### src/rtl/logic_gate_pkg.sv
// logic_gate_pkg: op-code encoding shared by the gate datapath and its users.
package logic_gate_pkg;

  localparam int unsigned OP_W = 3;

  // Bitwise function select carried with every operand beat
  typedef enum logic [OP_W-1:0] {
    OP_NAND  = 3'b000,
    OP_NOR   = 3'b001,
    OP_AND   = 3'b010,
    OP_OR    = 3'b011,
    OP_XOR   = 3'b100,
    OP_XNOR  = 3'b101,
    OP_NOTA  = 3'b110,
    OP_PASSA = 3'b111
  } logic_op_e;

endpackage

### src/rtl/logic_gate_pipe_if.sv
// logic_gate_pipe_if: operand/result handshake bundle for logic_gate_pipe.
// Optional macro LOGIC_GATE_PIPE_PARITY_EN adds the out_par result bit.
interface logic_gate_pipe_if #(
  parameter int unsigned WIDTH = 8
) ();
  import logic_gate_pkg::*;

  logic             in_valid;
  logic             in_ready;
  logic [WIDTH-1:0] in_a;
  logic [WIDTH-1:0] in_b;
  logic_op_e        in_op;
  logic             out_valid;
  logic             out_ready;
  logic [WIDTH-1:0] out_y;
  logic             out_zero;
  logic             out_ones;
`ifdef LOGIC_GATE_PIPE_PARITY_EN
  logic             out_par;

  modport master (
    output in_valid, in_a, in_b, in_op, out_ready,
    input  in_ready, out_valid, out_y, out_zero, out_ones, out_par
  );

  modport slave (
    input  in_valid, in_a, in_b, in_op, out_ready,
    output in_ready, out_valid, out_y, out_zero, out_ones, out_par
  );
`else
  modport master (
    output in_valid, in_a, in_b, in_op, out_ready,
    input  in_ready, out_valid, out_y, out_zero, out_ones
  );

  modport slave (
    input  in_valid, in_a, in_b, in_op, out_ready,
    output in_ready, out_valid, out_y, out_zero, out_ones
  );
`endif

endinterface

### src/rtl/logic_gate_func.sv
// logic_gate_func: combinational WIDTH-bit bitwise function selected by op.
module logic_gate_func
  import logic_gate_pkg::*;
#(
  parameter int unsigned WIDTH = 8
) (
  input  logic [WIDTH-1:0] a,
  input  logic [WIDTH-1:0] b,
  input  logic_op_e        op,
  output logic [WIDTH-1:0] y
);

  // Apply the selected function; b is unused for NOT A and PASS A
  always_comb begin
    y = '0;
    case (op)
      OP_NAND:  y = ~(a & b);
      OP_NOR:   y = ~(a | b);
      OP_AND:   y = a & b;
      OP_OR:    y = a | b;
      OP_XOR:   y = a ^ b;
      OP_XNOR:  y = ~(a ^ b);
      OP_NOTA:  y = ~a;
      OP_PASSA: y = a;
      default:  y = '0;
    endcase
  end

endmodule

### src/rtl/logic_gate_pipe.sv
// logic_gate_pipe: two-stage valid/ready pipeline applying a per-beat bitwise
// function, with result flags and a saturating completed-result counter.
// Optional macro LOGIC_GATE_PIPE_PARITY_EN adds a registered parity output.
module logic_gate_pipe
  import logic_gate_pkg::*;
#(
  parameter int unsigned WIDTH = 8,
  parameter int unsigned CNT_W = 16
) (
  input  logic             clk,
  input  logic             rst_n,
  logic_gate_pipe_if.slave bus,
  output logic [CNT_W-1:0] txn_count
);

  logic             en1;
  logic             en2;

  logic             v1_q, v1_d;
  logic [WIDTH-1:0] a1_q, a1_d;
  logic [WIDTH-1:0] b1_q, b1_d;
  logic_op_e        op1_q, op1_d;

  logic             v2_q, v2_d;
  logic [WIDTH-1:0] y2_q, y2_d;
  logic             zero2_q, zero2_d;
  logic             ones2_q, ones2_d;
`ifdef LOGIC_GATE_PIPE_PARITY_EN
  logic             par2_q, par2_d;
`endif

  logic [CNT_W-1:0] cnt_q, cnt_d;
  logic [WIDTH-1:0] func_y;

  logic_gate_func #(
    .WIDTH (WIDTH)
  ) u_func (
    .a  (a1_q),
    .b  (b1_q),
    .op (op1_q),
    .y  (func_y)
  );

  // Stage advance enables; S1 may refill in the same cycle S2 drains
  always_comb begin
    en2 = !v2_q || bus.out_ready;
    en1 = !v1_q || en2;
  end

  // S1 next state: operands and op are captured only on an input transfer
  always_comb begin
    v1_d  = v1_q;
    a1_d  = a1_q;
    b1_d  = b1_q;
    op1_d = op1_q;
    if (en1) begin
      v1_d = bus.in_valid;
      if (bus.in_valid) begin
        a1_d  = bus.in_a;
        b1_d  = bus.in_b;
        op1_d = bus.in_op;
      end
    end
  end

  // S2 next state: result and flags load only from a valid S1 beat
  always_comb begin
    v2_d    = v2_q;
    y2_d    = y2_q;
    zero2_d = zero2_q;
    ones2_d = ones2_q;
`ifdef LOGIC_GATE_PIPE_PARITY_EN
    par2_d  = par2_q;
`endif
    if (en2) begin
      v2_d = v1_q;
      if (v1_q) begin
        y2_d    = func_y;
        zero2_d = ~|func_y;
        ones2_d = &func_y;
`ifdef LOGIC_GATE_PIPE_PARITY_EN
        par2_d  = ^func_y;
`endif
      end
    end
  end

  // Saturating count of output handshakes
  always_comb begin
    cnt_d = cnt_q;
    if (v2_q && bus.out_ready && (cnt_q != {CNT_W{1'b1}})) begin
      cnt_d = cnt_q + CNT_W'(1);
    end
  end

  // Pipeline and counter registers
  always_ff @(posedge clk or negedge rst_n) begin
    if (!rst_n) begin
      v1_q    <= 1'b0;
      a1_q    <= '0;
      b1_q    <= '0;
      op1_q   <= OP_NAND;
      v2_q    <= 1'b0;
      y2_q    <= '0;
      zero2_q <= 1'b1;
      ones2_q <= 1'b0;
`ifdef LOGIC_GATE_PIPE_PARITY_EN
      par2_q  <= 1'b0;
`endif
      cnt_q   <= '0;
    end else begin
      v1_q    <= v1_d;
      a1_q    <= a1_d;
      b1_q    <= b1_d;
      op1_q   <= op1_d;
      v2_q    <= v2_d;
      y2_q    <= y2_d;
      zero2_q <= zero2_d;
      ones2_q <= ones2_d;
`ifdef LOGIC_GATE_PIPE_PARITY_EN
      par2_q  <= par2_d;
`endif
      cnt_q   <= cnt_d;
    end
  end

  assign bus.in_ready  = en1;
  assign bus.out_valid = v2_q;
  assign bus.out_y     = y2_q;
  assign bus.out_zero  = zero2_q;
  assign bus.out_ones  = ones2_q;
`ifdef LOGIC_GATE_PIPE_PARITY_EN
  assign bus.out_par   = par2_q;
`endif
  assign txn_count     = cnt_q;

endmodule

### src/flat_wrapper.sv
// flat-port wrapper written by rule: the top's interface ports become plain ports
module logic_gate_pipe_flat import logic_gate_pkg::*;
#(
  parameter int unsigned WIDTH = 8,
  parameter int unsigned CNT_W = 16
)
  (clk, rst_n, txn_count, bus_in_valid, bus_in_a, bus_in_b, bus_in_op, bus_out_ready, bus_in_ready, bus_out_valid, bus_out_y, bus_out_zero, bus_out_ones);
  logic_gate_pipe_if #(.WIDTH(WIDTH)) bus_i ();
  input  logic clk;
  input  logic rst_n;
  output logic [CNT_W-1:0] txn_count;
  input wire logic [$bits(bus_i.in_valid)-1:0] bus_in_valid;
  input wire logic [$bits(bus_i.in_a)-1:0] bus_in_a;
  input wire logic [$bits(bus_i.in_b)-1:0] bus_in_b;
  input wire logic [$bits(bus_i.in_op)-1:0] bus_in_op;
  input wire logic [$bits(bus_i.out_ready)-1:0] bus_out_ready;
  output wire logic [$bits(bus_i.in_ready)-1:0] bus_in_ready;
  output wire logic [$bits(bus_i.out_valid)-1:0] bus_out_valid;
  output wire logic [$bits(bus_i.out_y)-1:0] bus_out_y;
  output wire logic [$bits(bus_i.out_zero)-1:0] bus_out_zero;
  output wire logic [$bits(bus_i.out_ones)-1:0] bus_out_ones;
  assign bus_i.in_valid = bus_in_valid;
  assign bus_i.in_a = bus_in_a;
  assign bus_i.in_b = bus_in_b;
  assign bus_i.in_op = bus_in_op;
  assign bus_i.out_ready = bus_out_ready;
  assign bus_in_ready = bus_i.in_ready;
  assign bus_out_valid = bus_i.out_valid;
  assign bus_out_y = bus_i.out_y;
  assign bus_out_zero = bus_i.out_zero;
  assign bus_out_ones = bus_i.out_ones;
  logic_gate_pipe #(.WIDTH(WIDTH), .CNT_W(CNT_W)) u_core (.clk(clk), .rst_n(rst_n), .bus(bus_i), .txn_count(txn_count));
endmodule
### config.mk
export PLATFORM = sky130hd
export DESIGN_NAME = logic_gate_pipe_flat
export DESIGN_NICKNAME = d
export VERILOG_FILES = /design/src/rtl/logic_gate_pkg.sv /design/src/rtl/logic_gate_pipe_if.sv /design/src/rtl/logic_gate_func.sv /design/src/rtl/logic_gate_pipe.sv /design/src/flat_wrapper.sv
export SDC_FILE = /design/constraint.sdc
export NUM_CORES = 1
export LEC_CHECK = 0
export ABC_AREA = 1
export BUFFER_PORTS_ARGS = -buffer_cell sky130_fd_sc_hd__buf_2
export CAP_MARGIN = 5
export CORE_UTILIZATION = 60
export DETAILED_ROUTE_END_ITERATION = 16
export PLACE_DENSITY = 0.84
export SLEW_MARGIN = 20
export SYNTH_ARGS = -nofsm -noshare
export SYNTH_HDL_FRONTEND = slang
export SYNTH_SLANG_ARGS = --single-unit
### constraint.sdc
create_clock -name clk -period 2.4 [get_ports clk]
set_input_delay 0.48 -clock clk [delete_from_list [all_inputs] [get_ports clk]]
set_output_delay 0.48 -clock clk [all_outputs]
set_load 0.05 [all_outputs]
Yosys cells after proc, flatten, opt, wreduce, memory -nomap -nowiden --
Index checks and enable logic that the tools add are counted.
Storage, ports and cells: ROM bits 0, bits in latches 0, input bits 23, register bits after elaboration 47, memories kept 0, word-level logic and storage cells 38, RAM bits 0, output and inout bits 28
Operators by class: bitwise logic cells 7, mux-type cells 1, equality and inequality tests 8, magnitude comparators 0, div/mod/pow operators 0, shift-type cells 0, add/sub/neg operators 1, $mul 0, reduce and logical (&&, ||, !) cells 12
Operator list (number):
- 8-bit case mux with 8 select lines | 1
- 8-bit inverter | 4
- 16-bit by 1-bit adder with 16-bit output, second input constant | 1
- 16-bit inequality test, second input constant | 1
- 3-bit equality test, second input constant | 4
- 8-bit AND | 1
- 8-bit OR | 1
- 8-bit AND reduction | 1
- 8-bit OR reduction | 1
- 8-bit XOR | 1
- 3-bit by 2-bit equality test with 1-bit output, second input constant | 2
- 2-bit AND reduction | 2
- 3-bit by 1-bit equality test with 1-bit output, second input constant | 1
- 1-bit zero test | 3
- 3-bit zero test | 1
- 1-bit logical AND | 2
- 1-bit logical OR | 2

Logic depth before layout (Yosys ltp) --
depth in word-level cells 5, depth in mapped cells 12, mapped depth without buffers 12

Modules after synthesis --
A second synthesis with hierarchy kept.
Unflattened totals: cell total of the unflattened synthesis 431, area total of the unflattened synthesis 3228.1 um^2
By module, submodules not included:
- logic_gate_pipe | times used 1, seq. area each 1177.4 um^2, cells an instance 253, area an instance 2248.4 um^2
- logic_gate_func | times used 1, seq. area each 0.0 um^2, cells an instance 178, area an instance 979.7 um^2

Worst setup path before layout --
OpenSTA, ideal clock, no wires.
path kind reg-to-reg, from reg u_core.v2_q (netlist: u_core.bus.out_valid), to reg u_core.a1_q[0], path buffers 2, data arrival time 2.133 ns, data required time 2.267 ns, stages on the path, launching flop included 6, library setup time 0.133 ns, path slack 0.135 ns, clock period less this slack 2.265 ns, path through dfrtp_1 -> nand3_1 -> nand2_1 -> clkbuf_1 -> clkbuf_1 -> a21oi_1
Between the ends: longest elaborated chain between the ends 4
Ends and longest elaborated chain:
- start, declared | RTL line logic_gate_pipe.sv:24 | logic v2_q, v2_d;
- start signal, assigned | RTL line logic_gate_pipe.sv:116 | v2_q <= v2_d;
- 1-bit zero test | RTL line logic_gate_pipe.sv:46 | en2 = !v2_q || bus.out_ready;
- 1-bit logical OR | RTL line logic_gate_pipe.sv:46
- 1-bit logical OR | RTL line logic_gate_pipe.sv:47 | en1 = !v1_q || en2;
- via bus_in_ready | RTL line flat_wrapper.sv:17 | output wire logic [$bits(bus_i.in_ready)-1:0] bus_in_ready;
- 2-bit AND reduction (no source line)
- end signal, assigned | RTL line logic_gate_pipe.sv:100 | a1_q <= '0;
- end signal, assigned | RTL line logic_gate_pipe.sv:113 | a1_q <= a1_d;
- end, declared | RTL line logic_gate_pipe.sv:20 | logic [WIDTH-1:0] a1_q, a1_d;
The timed path passes the listed nets, and every way through them passes these cells. A chain may end at the register's enable or synchronous reset.

Worst setup path after layout --
from reg u_core.op1_q[1], to reg u_core.ones2_q (netlist: u_core.bus.out_ones)
Between the ends: longest elaborated chain between the ends 3, elaborated cells between the ends (all ways) 10, those cells by class 7 x eq/ne; 1 x mux; 2 x reduce/logical
Ends and longest elaborated chain:
- start, declared | RTL line logic_gate_pipe.sv:22 | logic_op_e op1_q, op1_d;
- start signal, assigned | RTL line logic_gate_pipe.sv:115 | op1_q <= op1_d;
- 3-bit equality test, or another cell as far along | RTL line logic_gate_func.sv:16 | case (op)
- 8-bit case mux with 8 select lines * | RTL line logic_gate_func.sv:16
- 8-bit AND reduction * | RTL line logic_gate_pipe.sv:80 | ones2_d = &func_y;
- end signal, assigned | RTL line logic_gate_pipe.sv:119 | ones2_q <= ones2_d;
- end, declared | RTL line logic_gate_pipe.sv:27 | logic ones2_q, ones2_d;
Every way passes the cells marked *; elsewhere a longest branch is shown, timed or not.

==> impl_table.tex <==
\begin{tabular}{lr}
\hline
Metric & Value \\
\hline
\multicolumn{2}{l}{\textbf{GRT}} \\
GRT overflow & 0 \\
GRT Util Overall & 0.287 \\
Global-route wire length before repair & 12,100 µm \\
Largest net degree at the start of global routing & 40 \\
Via count of the first global-routing pass & 2,764 \\
Number of antenna violations at the first check in global routing & 0 \\
\multicolumn{2}{l}{\textbf{Detailed routing}} \\
Drc violations & 0 \\
Number of nets still failing antenna checks after routing & 0 \\
Routed Wire Length & 7650 µm \\
Average vias per placed instance & 5.42 \\
Routed vias & 3,116 \\
1st-pass router iterations & 5 \\
Initial detailed-routing violation count & 222 \\
Routed wirelength normalized by instance count & 13.3 µm \\
\multicolumn{2}{l}{\textbf{Critical path}} \\
Buffering stage count on the worst path with inverters included & 0 \\
Required time of the worst setup path & 2660 ps \\
Worst-case register-to-register setup slack & 330 ps \\
Critical path startpoint category & register \\
Critical path's largest stage delay & 610 ps \\
Crit path max-delay family & simple AND/OR/NAND/NOR gates \\
CP max stage cell & dfrtp\_1 \\
Critical Setup Path Class & reg2reg \\
Largest fanout on the critical path & 18 \\
Data arrival time of the worst path & 2330 ps \\
Crit path capture type & register \\
Series of cell instances along the critical path & nor2\_1 > nand2\_1 > nor2\_1 > nor2\_1 > nand4\_1 > nand2\_1 > nor2\_1 > nand3\_1 > nand2\_1 \\
Cell seen most often among critical-path stages & nor2\_1 \\
\multicolumn{2}{l}{\textbf{Pwr}} \\
Maximum vdd drop & 0.801 mV \\
Part of the power in combinational logic & 0.479 \\
Power consumption & 0.00346 W \\
Net Sw Power & 0.00171 W \\
Cell area power density & 956 mW/mm² \\
Standby leakage power & 1.95 nW \\
Share of total power in sequential cells & 0.342 \\
Sw Ratio & 0.494 \\
Pint & 0.00175 W \\
Clock network fraction of design power & 0.179 \\
\multicolumn{2}{l}{\textbf{Timing}} \\
Setup TNS Final & 0 ps \\
Tcrit/Tclk final & 0.861 \\
Setup-failing EPs final & 0 \\
Worst setup skew after layout & 9.36 ps \\
Setup repair after global routing missed its margin & no \\
Max-Slew Margin vs Limit & 0.592 \\
Minimum clock period & 2070 ps \\
Final Hold Vio Count & 0 \\
Transition at the pin with the smallest max-transition slack & 612 ps \\
Max Slew Vio Count & 0 \\
Highest clock rate & 0.484 GHz \\
\multicolumn{2}{l}{\textbf{Yosys}} \\
Synthesized instance count & 456 \\
Seq/Total Area, Yosys & 0.368 \\
Number of nets produced by synthesis & 496 \\
Yosys warning total & 0 \\
Average cell area after synthesis & 7.02 µm² \\
Post-synthesis sequential element count & 47 \\
Summed instance area of the synthesized netlist & 0.00320 mm² \\
Count of unique library cells instantiated by Yosys & 29 \\
\multicolumn{2}{l}{\textbf{Outcome}} \\
Outcome & finished clean \\
\multicolumn{2}{l}{\textbf{Placement}} \\
Number of cells in the design after placement & 567 \\
Dpl hpwl & 5620 µm \\
IO Port Bufs & 50 \\
Last weighted congestion value of the routability-driven placer & 0.992 \\
Area after DPL & 0.00350 mm² \\
\multicolumn{2}{l}{\textbf{Clock tree}} \\
Worst-path clk slew & 100 ps \\
CTS Buf Count & 5 \\
Buffers inserted by post-CTS timing repair & 0 \\
Clock tree from TritonCTS & built \\
CTS Buffer Depth & 2 \\
CTS HTree Levels & 2 \\
Hold bufs inserted after CTS & 0 \\
Resized Gates After CTS & 0 \\
Clock latency on the worst-skew pair & 310 ps \\
Clock root buffer master & clkbuf\_8 \\
Sinks on Clock Net & 47 \\
\multicolumn{2}{l}{\textbf{Flow run}} \\
Max Cap Violations & 0 \\
\multicolumn{2}{l}{\textbf{Hold path}} \\
Worst hold-check path type & in2async \\
\multicolumn{2}{l}{\textbf{Die}} \\
Standard cell core area & 0.00511 mm² \\
Die boundary width & 75.1 µm \\
Die Area & 0.00563 mm² \\
Row cnt & 26 \\
Ports & 51 \\
Vertical die dimension & 75.1 µm \\
Initial Util & 0.627 \\
\multicolumn{2}{l}{\textbf{Finish}} \\
Number of nets at the end of the flow & 544 \\
Layout Area Growth over Synthesis & 13.1\% \\
Top library cells by usage in the layout, fill and taps aside & 118 x nand2\_1, 74 x nor2\_1, 50 x inv\_1, 50 x buf\_2, 46 x dfrtp\_1 \\
Final standard cell utilization of the core & 0.709 \\
Ratio of cells with drive above 1 in the final layout & 0.164 \\
Number of fill cells & 426 \\
Cell Count, Final, Fillers Out & 575 \\
Number of diodes & 0 \\
Final design area excluding fillers & 0.00362 mm² \\
Most common cell after layout, fill and taps aside & nand2\_1 \\
\hline
\end{tabular}
[power by group through the flow]
stage	clock network, W	registers, W	logic [W]
2_1_floorplan	0	0.00167	0.000759
3_5_place_dp	0	0.00119	0.00165
4_1_cts	0.000621	0.00118	0.00166
3_3_place_gp	0	0.00118	0.00162
5_1_grt	0.000649	0.00121	0.00182
6_report	0.000620	0.00118	0.00166
[layout make-up]
| type | instances | area (µm²) | share of cell area |
|---|---|---|---|
| Inverter | 52 | 198 | 0.0546 |
| Clock inverter | 3 | 47.5 | 0.0131 |
| Timing Repair Buffer | 56 | 295 | 0.0815 |
| Tap cell | 70 | 87.6 | 0.0242 |
| Clock buffer | 5 | 68.8 | 0.0190 |
| Sequential cell | 47 | 1180 | 0.325 |
| Multi-Input combinational cell | 342 | 1750 | 0.482 |
[cell usage after synthesis]
cell type,number,area share
inv_1,50,0.059
o21ai_2,5,0.014
nand3b_1,2,0.0047
dfstp_2,1,0.0082
nor3b_1,1,0.0023
xnor2_1,3,0.0082
xor2_1,12,0.033
nand3_1,29,0.045
clkbuf_1,5,0.0059
o21ai_1,2,0.0031
nor2_2,1,0.0020
nor4_2,1,0.0039
or2_2,6,0.012
buf_4,2,0.0047
buf_2,7,0.011
inv_2,1,0.0012
nor2_4,1,0.0035
a21oi_1,19,0.030
ha_1,17,0.066
nand2_1,118,0.14
o21ai_0,16,0.025
nor4_1,1,0.0020
nor2_1,74,0.087
dfrtp_1,46,0.36
nand4_1,25,0.049
buf_6,1,0.0035
nor3_1,7,0.011
nand3_2,2,0.0063
inv_4,1,0.0020
[cells by family after synthesis]
logic type / synth area share
buffers and inverters: 0.0868
AO/OA/AOI/OAI: 0.0715
flip-flops: 0.368
AND/OR/NAND/NOR: 0.367
adder cells (fa/ha/maj): 0.0664
XOR/XNOR: 0.0410
[path summary, 6_finish.rpt]
kind                                              endpoint                             from  depth (start not counted)
max                        u_core.bus.out_ones$_DFFE_PN0P_      u_core.op1_q[1]$_DFFE_PN0P_                          9
min                             u_core.a1_q[4]$_DFFE_PN0P_                            rst_n                          1
max reg2reg                u_core.bus.out_ones$_DFFE_PN0P_      u_core.op1_q[1]$_DFFE_PN0P_                          9
min reg2reg                u_core.bus.out_y[7]$_DFFE_PN0P_  u_core.bus.out_y[7]$_DFFE_PN0P_                          2
max in group asynchronous  u_core.bus.out_zero$_DFFE_PN1P_                            rst_n                          2
min in group clk                u_core.b1_q[7]$_DFFE_PN0P_                      bus_in_b[7]                          3
[registers in the layout, summed over array words and instances (netlist names)]
register	flops
u_core.txn_count	16
u_core.bus.out_zero	1
u_core.b1_q	8
u_core.a1_q	8
u_core.op1_q	3
u_core.v1_q	1
u_core.bus.out_ones	1
u_core.bus.out_y	8
u_core.bus.out_valid	1
[per-stage QoR]
| step | hold slack [ps] | setup slack [ps] |
|---|---|---|
| 2_1_floorplan | 184 | 135 |
| 3_3_place_gp | 443 | 372 |
| 3_5_place_dp | 450 | 393 |
| 4_1_cts | 111 | 381 |
| 5_1_grt | 131 | 132 |
| 6_report | 90.3 | 334 |
[layer usage]
layer  track usage  wire length, µm  vias to the layer above
met4         0.124              184                        0
met1         0.359             3470                     1424
met2         0.477             3520                      117
met3        0.0629              475                       20
li1              -                -                     1555
met5             0                0                        -
(Power assumes the default switching activity.)
